$ cat src/rtl/aes_round_engine.sv
// aes_round_engine: iterative AES encrypt datapath, one full round per clock.
// Accepts a plaintext block over valid/ready and runs Nr rounds against the
// packed round-key bus supplied by KeyExpansion. It holds the ciphertext until
// the consumer completes the output handshake. The key bus is not latched, so
// the upstream logic must hold round_keys steady while a block is in flight.
module aes_round_engine #(
  parameter int Nb = 4,
  parameter int Nr = 10
) (
  input  logic                    clk,
  input  logic                    rst,
  input  logic [128*(Nr+1)-1:0]   round_keys,
  input  logic                    in_valid,
  output logic                    in_ready,
  input  logic [32*Nb-1:0]        in_data,
  output logic                    out_valid,
  input  logic                    out_ready,
  output logic [32*Nb-1:0]        out_data,
  output logic                    busy
);

  localparam int BW = 32 * Nb;
  localparam int RW = $clog2(Nr + 1);
  localparam logic [RW-1:0] LAST_RND = RW'(Nr);
  localparam logic [RW-1:0] FIRST_RND = RW'(1);

  // Forward S-box, entry 0 in the most significant byte, 16 entries per row
  localparam logic [2047:0] SBOX_TABLE = {
    128'h637c777bf26b6fc53001672bfed7ab76,
    128'hca82c97dfa5947f0add4a2af9ca472c0,
    128'hb7fd9326363ff7cc34a5e5f171d83115,
    128'h04c723c31896059a071280e2eb27b275,
    128'h09832c1a1b6e5aa0523bd6b329e32f84,
    128'h53d100ed20fcb15b6acbbe394a4c58cf,
    128'hd0efaafb434d338545f9027f503c9fa8,
    128'h51a3408f929d38f5bcb6da2110fff3d2,
    128'hcd0c13ec5f974417c4a77e3d645d1973,
    128'h60814fdc222a908846eeb814de5e0bdb,
    128'he0323a0a4906245cc2d3ac629195e479,
    128'he7c8376d8dd54ea96c56f4ea657aae08,
    128'hba78252e1ca6b4c6e8dd741f4bbd8b8a,
    128'h703eb5664803f60e613557b986c11d9e,
    128'he1f8981169d98e949b1e87e9ce5528df,
    128'h8ca1890dbfe6426841992d0fb054bb16
  };

  typedef enum logic [1:0] {
    IDLE,
    ROUND,
    DONE
  } state_t;

  state_t state;
  state_t state_next;

  logic [RW-1:0] rnd;
  logic [BW-1:0] block;
  logic [BW-1:0] key_arr [Nr+1];
  logic [BW-1:0] cur_key;
  logic [BW-1:0] sb_out;
  logic [BW-1:0] sr_out;
  logic [BW-1:0] mc_out;
  logic [BW-1:0] round_out;
  logic          last_round;

  // S-box lookup; entry x sits (255-x) bytes up from the table LSB
  function automatic logic [7:0] sbox(input logic [7:0] x);
    logic [10:0] idx;
    idx = {~x, 3'b000};
    return SBOX_TABLE[idx +: 8];
  endfunction

  // Multiply by x in GF(2^8) modulo the AES polynomial
  function automatic logic [7:0] xtime(input logic [7:0] b);
    return {b[6:0], 1'b0} ^ (b[7] ? 8'h1b : 8'h00);
  endfunction

  // SubBytes: independent S-box substitution of all 16 bytes
  function automatic logic [BW-1:0] sub_bytes(input logic [BW-1:0] s);
    logic [BW-1:0] r;
    r = '0;
    for (int i = 0; i < 16; i++) begin
      r[BW-1-8*i -: 8] = sbox(s[BW-1-8*i -: 8]);
    end
    return r;
  endfunction

  // ShiftRows: byte i is row i%4, column i/4; row r rotates left by r columns
  function automatic logic [BW-1:0] shift_rows(input logic [BW-1:0] s);
    logic [BW-1:0] r;
    r = '0;
    for (int c = 0; c < 4; c++) begin
      for (int row = 0; row < 4; row++) begin
        r[BW-1-8*(row+4*c) -: 8] = s[BW-1-8*(row+4*(((c+row)%4))) -: 8];
      end
    end
    return r;
  endfunction

  // MixColumns: each column multiplied by the fixed {02,03,01,01} circulant
  function automatic logic [BW-1:0] mix_columns(input logic [BW-1:0] s);
    logic [BW-1:0] r;
    logic [7:0] a0, a1, a2, a3;
    r = '0;
    for (int c = 0; c < 4; c++) begin
      a0 = s[BW-1-8*(4*c)   -: 8];
      a1 = s[BW-1-8*(4*c+1) -: 8];
      a2 = s[BW-1-8*(4*c+2) -: 8];
      a3 = s[BW-1-8*(4*c+3) -: 8];
      r[BW-1-8*(4*c)   -: 8] = xtime(a0) ^ xtime(a1) ^ a1 ^ a2 ^ a3;
      r[BW-1-8*(4*c+1) -: 8] = a0 ^ xtime(a1) ^ xtime(a2) ^ a2 ^ a3;
      r[BW-1-8*(4*c+2) -: 8] = a0 ^ a1 ^ xtime(a2) ^ xtime(a3) ^ a3;
      r[BW-1-8*(4*c+3) -: 8] = xtime(a0) ^ a0 ^ a1 ^ a2 ^ xtime(a3);
    end
    return r;
  endfunction

  // Unpack the round-key bus so the current key can be selected by round number
  always_comb begin
    for (int k = 0; k <= Nr; k++) begin
      key_arr[k] = round_keys[128*k +: 128];
    end
  end

  assign cur_key    = key_arr[rnd];
  assign last_round = (rnd == LAST_RND);
  assign sb_out     = sub_bytes(block);
  assign sr_out     = shift_rows(sb_out);
  assign mc_out     = mix_columns(sr_out);
  assign round_out  = (last_round ? sr_out : mc_out) ^ cur_key;

  // State register; reset discards any block in flight
  always_ff @(posedge clk) begin
    if (rst) begin
      state <= IDLE;
    end else begin
      state <= state_next;
    end
  end

  // Next-state and handshake outputs, all derived from the current state
  always_comb begin
    state_next = state;
    in_ready   = 1'b0;
    out_valid  = 1'b0;
    busy       = 1'b1;
    case (state)
      IDLE: begin
        in_ready = 1'b1;
        busy     = 1'b0;
        if (in_valid) begin
          state_next = ROUND;
        end
      end
      ROUND: begin
        if (last_round) begin
          state_next = DONE;
        end
      end
      DONE: begin
        out_valid = 1'b1;
        if (out_ready) begin
          state_next = IDLE;
        end
      end
      default: begin
        state_next = IDLE;
      end
    endcase
  end

  // Datapath: initial AddRoundKey on accept, one round per clock, result capture
  always_ff @(posedge clk) begin
    if (rst) begin
      block    <= '0;
      rnd      <= '0;
      out_data <= '0;
    end else begin
      case (state)
        IDLE: begin
          if (in_valid) begin
            block <= in_data ^ key_arr[0];
            rnd   <= FIRST_RND;
          end
        end
        ROUND: begin
          block <= round_out;
          if (last_round) begin
            out_data <= round_out;
          end else begin
            rnd <= rnd + FIRST_RND;
          end
        end
        DONE: begin
          if (out_ready) begin
            rnd <= '0;
          end
        end
        default: begin
          rnd <= '0;
        end
      endcase
    end
  end

endmodule

$ cat config.mk
export PLATFORM = sky130hd
export DESIGN_NAME = aes_round_engine
export DESIGN_NICKNAME = d
export VERILOG_FILES = /design/src/rtl/aes_round_engine.sv
export SDC_FILE = /design/constraint.sdc
export NUM_CORES = 2
export LEC_CHECK = 0
export CAP_MARGIN = 5
export CORE_AREA = 5 5 655 657
export CTS_BUF_LIST = sky130_fd_sc_hd__clkbuf_4 sky130_fd_sc_hd__clkbuf_8
export DETAILED_ROUTE_END_ITERATION = 6
export DIE_AREA = 0 0 660 662
export SLEW_MARGIN = 40
export SYNTH_ARGS = -nofsm -noshare
export SYNTH_HDL_FRONTEND = slang
export SYNTH_SLANG_ARGS = --single-unit
$ cat constraint.sdc
create_clock -name clk -period 5.1 [get_ports clk]
set_input_delay 1.02 -clock clk [delete_from_list [all_inputs] [get_ports clk]]
set_output_delay 1.02 -clock clk [all_outputs]
set_load 0.03 [all_outputs]
=== Word level (Yosys, flattened, before mapping) ===
Cells that the tools add are included.

* Logic and storage cells: 167
* Output and inout bits: 131
* Bits of input ports: 1540
* Register bits after elaboration: 262

* Shift operators: 16
* Multiplexer cells: 33
* Reductions and logical operators: 6
* Add/subtract/negate cells: 1
* $lt $le $gt $ge: 1
* Bitwise operators: 99
* Eq/ne operators: 7

{| class="wikitable"
|+ Operators with widths
! operator !! number
|-
| $shiftx 2048x12->8 const A || 16
|-
| $bmux 128 s4 || 1
|-
| $mux 128 || 4
|-
| $xor 8x8->8 || 64
|-
| $pmux 128 s2 || 1
|-
| $xor 128x128->128 || 2
|-
| $not 8->8 || 16
|-
| $xor 8x5->8 || 16
|-
| $mux 5 || 16
|-
| $mux 4 || 3
|-
| $pmux 4 s3 || 1
|-
| $ne 2x2->1 const B || 4
|-
| $mux 2 || 3
|-
| $pmux 2 s3 || 1
|-
| $reduce_and 3->1 || 2
|-
| $ge 5x5->1 const B || 1
|-
| $not 4->5 || 1
|-
| $add 4x1->4 const B || 1
|-
| $eq 4x4->1 const B || 1
|-
| $reduce_and 2->1 || 2
|-
| $mux 1 || 3
|-
| $eq 2x1->1 const B || 1
|-
| $eq 2x2->1 const B || 1
|-
| $logic_not 2->1 || 1
|-
| $reduce_bool 2->1 || 1
|}

=== Longest topological paths before layout ===
* Depth in word-level cells: 11
* Depth in mapped cells: 18
* Mapped depth without buffers: 15

=== Least setup slack after synthesis ===
No wires, ideal clock.

* Path type: register to register
* Start point: register block[112]
* End point: register block[24]
* Arrival: 4.059 ns
* Library setup time: 0.128 ns
* Setup slack: 0.914 ns
* Cell stages (with the launch flop): 17
* Path buffers: 3
* Period minus slack after synthesis: 4.186 ns
* Data required time: 4.972 ns
* Cell sequence: dfxtp_1 > clkbuf_1 > clkbuf_1 > inv_1 > ha_1 > clkbuf_1 > nor2_1 > o21ai_0 > o21ai_0 > mux4_2 > nor3b_1 > a211oi_4 > xnor2_1 > xor3_1 > a21oi_1 > xor2_1 > o21ai_1

* Longest elaborated chain between the ends: 11

{| class="wikitable"
|+ Ends and longest elaborated chain
! element !! RTL line !! source
|-
| start: declaration || 57 || <nowiki>logic [BW-1:0] block;</nowiki>
|-
| start signal: assignment || 182 || <nowiki>block <= in_data ^ key_arr[0];</nowiki>
|-
| start signal: assignment || 187 || <nowiki>block <= round_out;</nowiki>
|-
| $not 8->8 * || 69 || <nowiki>idx = {~x, 3'b000};</nowiki>
|-
| $shiftx 2048x12->8 * || 70 || <nowiki>return SBOX_TABLE[idx +: 8];</nowiki>
|-
| $mux 5 || 75 || <nowiki>return {b[6:0], 1'b0} ^ (b[7] ? 8'h1b : 8'h00);</nowiki>
|-
| $xor 8x5->8 || 75 ||
|-
| $xor 8x8->8 || 110 || <nowiki>r[BW-1-8*(4*c) -: 8] = xtime(a0) ^ xtime(a1) ^ a1 ^ a2 ^ a3;</nowiki>
|-
| $xor 8x8->8 * (3 in a row) || 110 ||
|-
| $mux 128 * || 130 || <nowiki>assign round_out = (last_round ? sr_out : mc_out) ^ cur_key;</nowiki>
|-
| $xor 128x128->128 * || 130 ||
|-
| $pmux 128 s2 * || 179 || <nowiki>case (state)</nowiki>
|}

Every way passes the cells marked *; elsewhere a longest branch is shown, timed or not.
A chain may end at the register's enable or synchronous reset.

=== Worst setup path after layout ===
* Start point: register block[112]
* End point: register block[0]

* Longest elaborated chain between the ends: 8

{| class="wikitable"
|+ Ends and longest elaborated chain
! element !! RTL line !! source
|-
| $not 8->8 || 69 ||
|-
| $shiftx 2048x12->8 || 70 ||
|-
| $xor 8x8->8 (3 in a row) || 113 || <nowiki>r[BW-1-8*(4*c+3) -: 8] = xtime(a0) ^ a0 ^ a1 ^ a2 ^ xtime(a3);</nowiki>
|-
| $mux 128 || 130 ||
|-
| $xor 128x128->128 || 130 ||
|-
| $pmux 128 s2 || 179 ||
|}

No other way between the ends.

==> metrics <==
run status finished, final reports clean; Final Wtd Congestion between 1 and 1.5; P_sw roughly 0.058 W; dominant cells by area after synthesis mux4_2, a21oi_1, dfxtp_1; Ys Warns 0; Routed WL per cell 44.9 microns; routed vias ~120k; die area 0.437 sq mm; Register Area around 0.0054 sq mm; relative slew slack 31.3%; Synth async-reset ratio 0%; Num CTS Buffers 67; initial antenna violation count between 300 and 400; pin count of the biggest net entering global routing 150; Worst Path Arrival between 5 and 6 ns; most frequent cell after synthesis a21oi_1; IO Count 1,671; CTS tree built; P per Cell Area around 860 mW/mm^2; GR Overflow Total 0; Synth area leader mux4_2; DRT Wirelength a little under 900,000 microns; DR iter-0 viols 20.3k; clk_lat worst skew 0.86 ns; flop2flop setup slack 0.004 ns; XOR/XNOR Fraction of Synth Area roughly 9%; clk_skew 0.0787 ns; sequential power share under 10%; max cap viols 0; H-Tree Level Count 3; area grow syn2layout 35.9%; drt drc 0; Crit. End Element flip-flop; Post-Syn Instances roughly 12k; CP Cell Sequence inv_1 > ha_1 > nand2b_1 > nor2_1 > a21oi_1 > mux4_2 > o21a_1 > a2bb2oi_2 > xnor2_1 > xnor2_1 > buf_4 > o21ai_0; Hold Path Class flip-flop to flip-flop; FP Rows 239; Nets ~15k; Worst EP required 5.76 ns; clock sink total ~260; CP most frequent cell xnor2_1; Final Hold Viols 0; VDD IR-drop max 0.911 mV; Netlist Area Pre-Place 0.0846 sq mm; max frequency around 200 MHz; CP startpoint kind flip-flop; non-filler cells, final roughly 19k; Avg Cell Area, Syn around 7.2 sq um; root buffer cell clkbuf_8; Total Neg Setup Slack 0 ns; DRT antenna net count 0; P_int about 0.04 W; top cells by count, synth a21oi_1, nor2_1, nand2_1, o21ai_0, clkbuf_1; Bufs on Longest Clock Path 3; Initial Util 20.0%; post-synthesis compound-gate area fraction about a third; DR vias/cell roughly 6.1; PortBufs ~1.7k; Worst Tran Pin Value 1.02 ns; top cell type's share of synthesized area between 10% and 20%; Top FF cell, synth dfxtp_1; sequential fraction of the synthesis area 6.20%; ratio of cells with drive above 1 in the final layout about 16%; Adder-Cell Fraction of Synth Area 3.52%; first-pass GRT wire length roughly 1,100,000 microns; syn nets 13.6k; RSZ-0062 raised after global routing no; Clk pwr share under 10%; post-CTS resize count 0; Pre-antenna DRT Iters 7; Gate power share between 90 and 100%; hpwl dp 719,000 microns; Slew Limit Fails 0; slowest stage delay, CP roughly 0.85 ns; cts hold-fix bufs 0; core area about 0.42 sq mm; Power Total between 0.09 and 0.1 W; worst hold slack approximately 0.45 ns; vias in the first global route 108k; clock-pin slew on the worst setup and hold paths 0.06 ns; simple-gate area share of the yosys netlist between 20% and 30%; fin crit share between 90% and 100%; Yosys reg bits 262; all-layer global routing usage a little under two fifths; post-synthesis mux area share 16.5%; post-synth cell types 135; die extent in x about 660 microns; switching part of the total just under 60%; CP Max Fanout 13; Die Ht ~660 microns; Final setup viols 0; fin crit period a little over 5 ns; Leak Pwr roughly 39 nW; CP Class flip-flop to flip-flop; placed cell count around 19k; post-CTS setup buffers 0; Crit-path slowest cell ha_1; multi-input combinational cell area a little over 0.07 sq mm; EDFF count, synth 0; largest family of logic cells by synthesized area compound AO/OA/AOI/OAI gates; fillcell total around 47k
==> flip-flops by register name, summed over array words and instances, names as in the netlist <==
name      count
out_data    128
block       128
rnd           4
state         2
==> path summary, 6_finish.rpt <==
| check | start | cells past startpoint | end |
|---|---|---|---|
| setup / recovery | block[112]$_SDFFE_PP0P_ | 12 | block[0]$_SDFFE_PP0P_ |
| hold reg to reg | out_data[60]$_SDFFE_PP0P_ | 2 | out_data[60]$_SDFFE_PP0P_ |
| setup reg to reg | block[112]$_SDFFE_PP0P_ | 12 | block[0]$_SDFFE_PP0P_ |
| hold / removal | out_data[60]$_SDFFE_PP0P_ | 2 | out_data[60]$_SDFFE_PP0P_ |
==> placed cells by master (no fill, tap or decap), types with 235 or more instances in the layout <==
cell type        instances
clkdlybuf4s50_1       1663
buf_4                 1173
a21oi_1               1087
nor2_1                 943
nand2_1                842
o21ai_0                755
xnor2_1                505
mux4_2                 441
mux2i_1                358
nand2b_1               352
nand3_1                336
nor3_1                 336
diode_2                301
a211oi_1               290
nor2b_1                277
xor2_1                 273
o211ai_1               239
ha_1                   235
==> stage by stage <==
| step | util, % | area [sq um] | worst slack (ns) |
|---|---|---|---|
| after floorplan | - | 84600 | 0.914 |
| after global placement | 26.6 | 112000 | 0.133 |
| after detailed placement | 26.7 | 113000 | 0.254 |
| after CTS | 27.0 | 114000 | 0.175 |
| after global routing | 27.2 | 115000 | 0.170 |
| final | 27.2 | 115000 | 0.00387 |
==> logic make-up after synthesis <==
logic type	count (synthesis)
AOI/OAI and AO/OA	4364
and+or+nand+nor	3700
buffers and inverters	1588
adders and majority gates	239
DFF	262
muxes	837
xor gates and xnor gates	824
==> per-layer routing <==
layer | wire length (microns) | GRT usage (%)
met5 | 1010 | 0
met4 | 86000 | 29.5
met3 | 104000 | 13.3
met2 | 360000 | 55.0
met1 | 321000 | 44.5
==> final cells by class <==
type | instances | area share (%)
clock buffers | 100 | 1.08
multi-input cells | 9964 | 63.1
diodes | 301 | 0.655
well taps | 5663 | 6.16
repair buffers | 2925 | 23.6
inverters | 182 | 0.594
clock inverters | 17 | 0.156
flip-flops and latches | 262 | 4.69
==> power groups by stage <==
stage	sequential (W)	combinational, W	clock, W
2_1_floorplan	0.00286	0.0520	0
3_3_place_gp	0.00466	0.0882	0
3_5_place_dp	0.00457	0.0868	0
4_1_cts	0.00454	0.0873	0.00322
5_1_grt	0.00467	0.0930	0.00329
6_report	0.00465	0.0907	0.00321
==> worst max-delay path: cells and delay by family (launching register included) <==
family,cells,cell delay (ns)
compound gates,4,1.05
buf+inv,2,0.52
mux,1,0.48
simple gates,2,0.77
xor+xnor,2,0.69
fa+ha+maj,1,0.85
flops,1,0.49
Note: power is estimated with default switching activity, not from simulation.
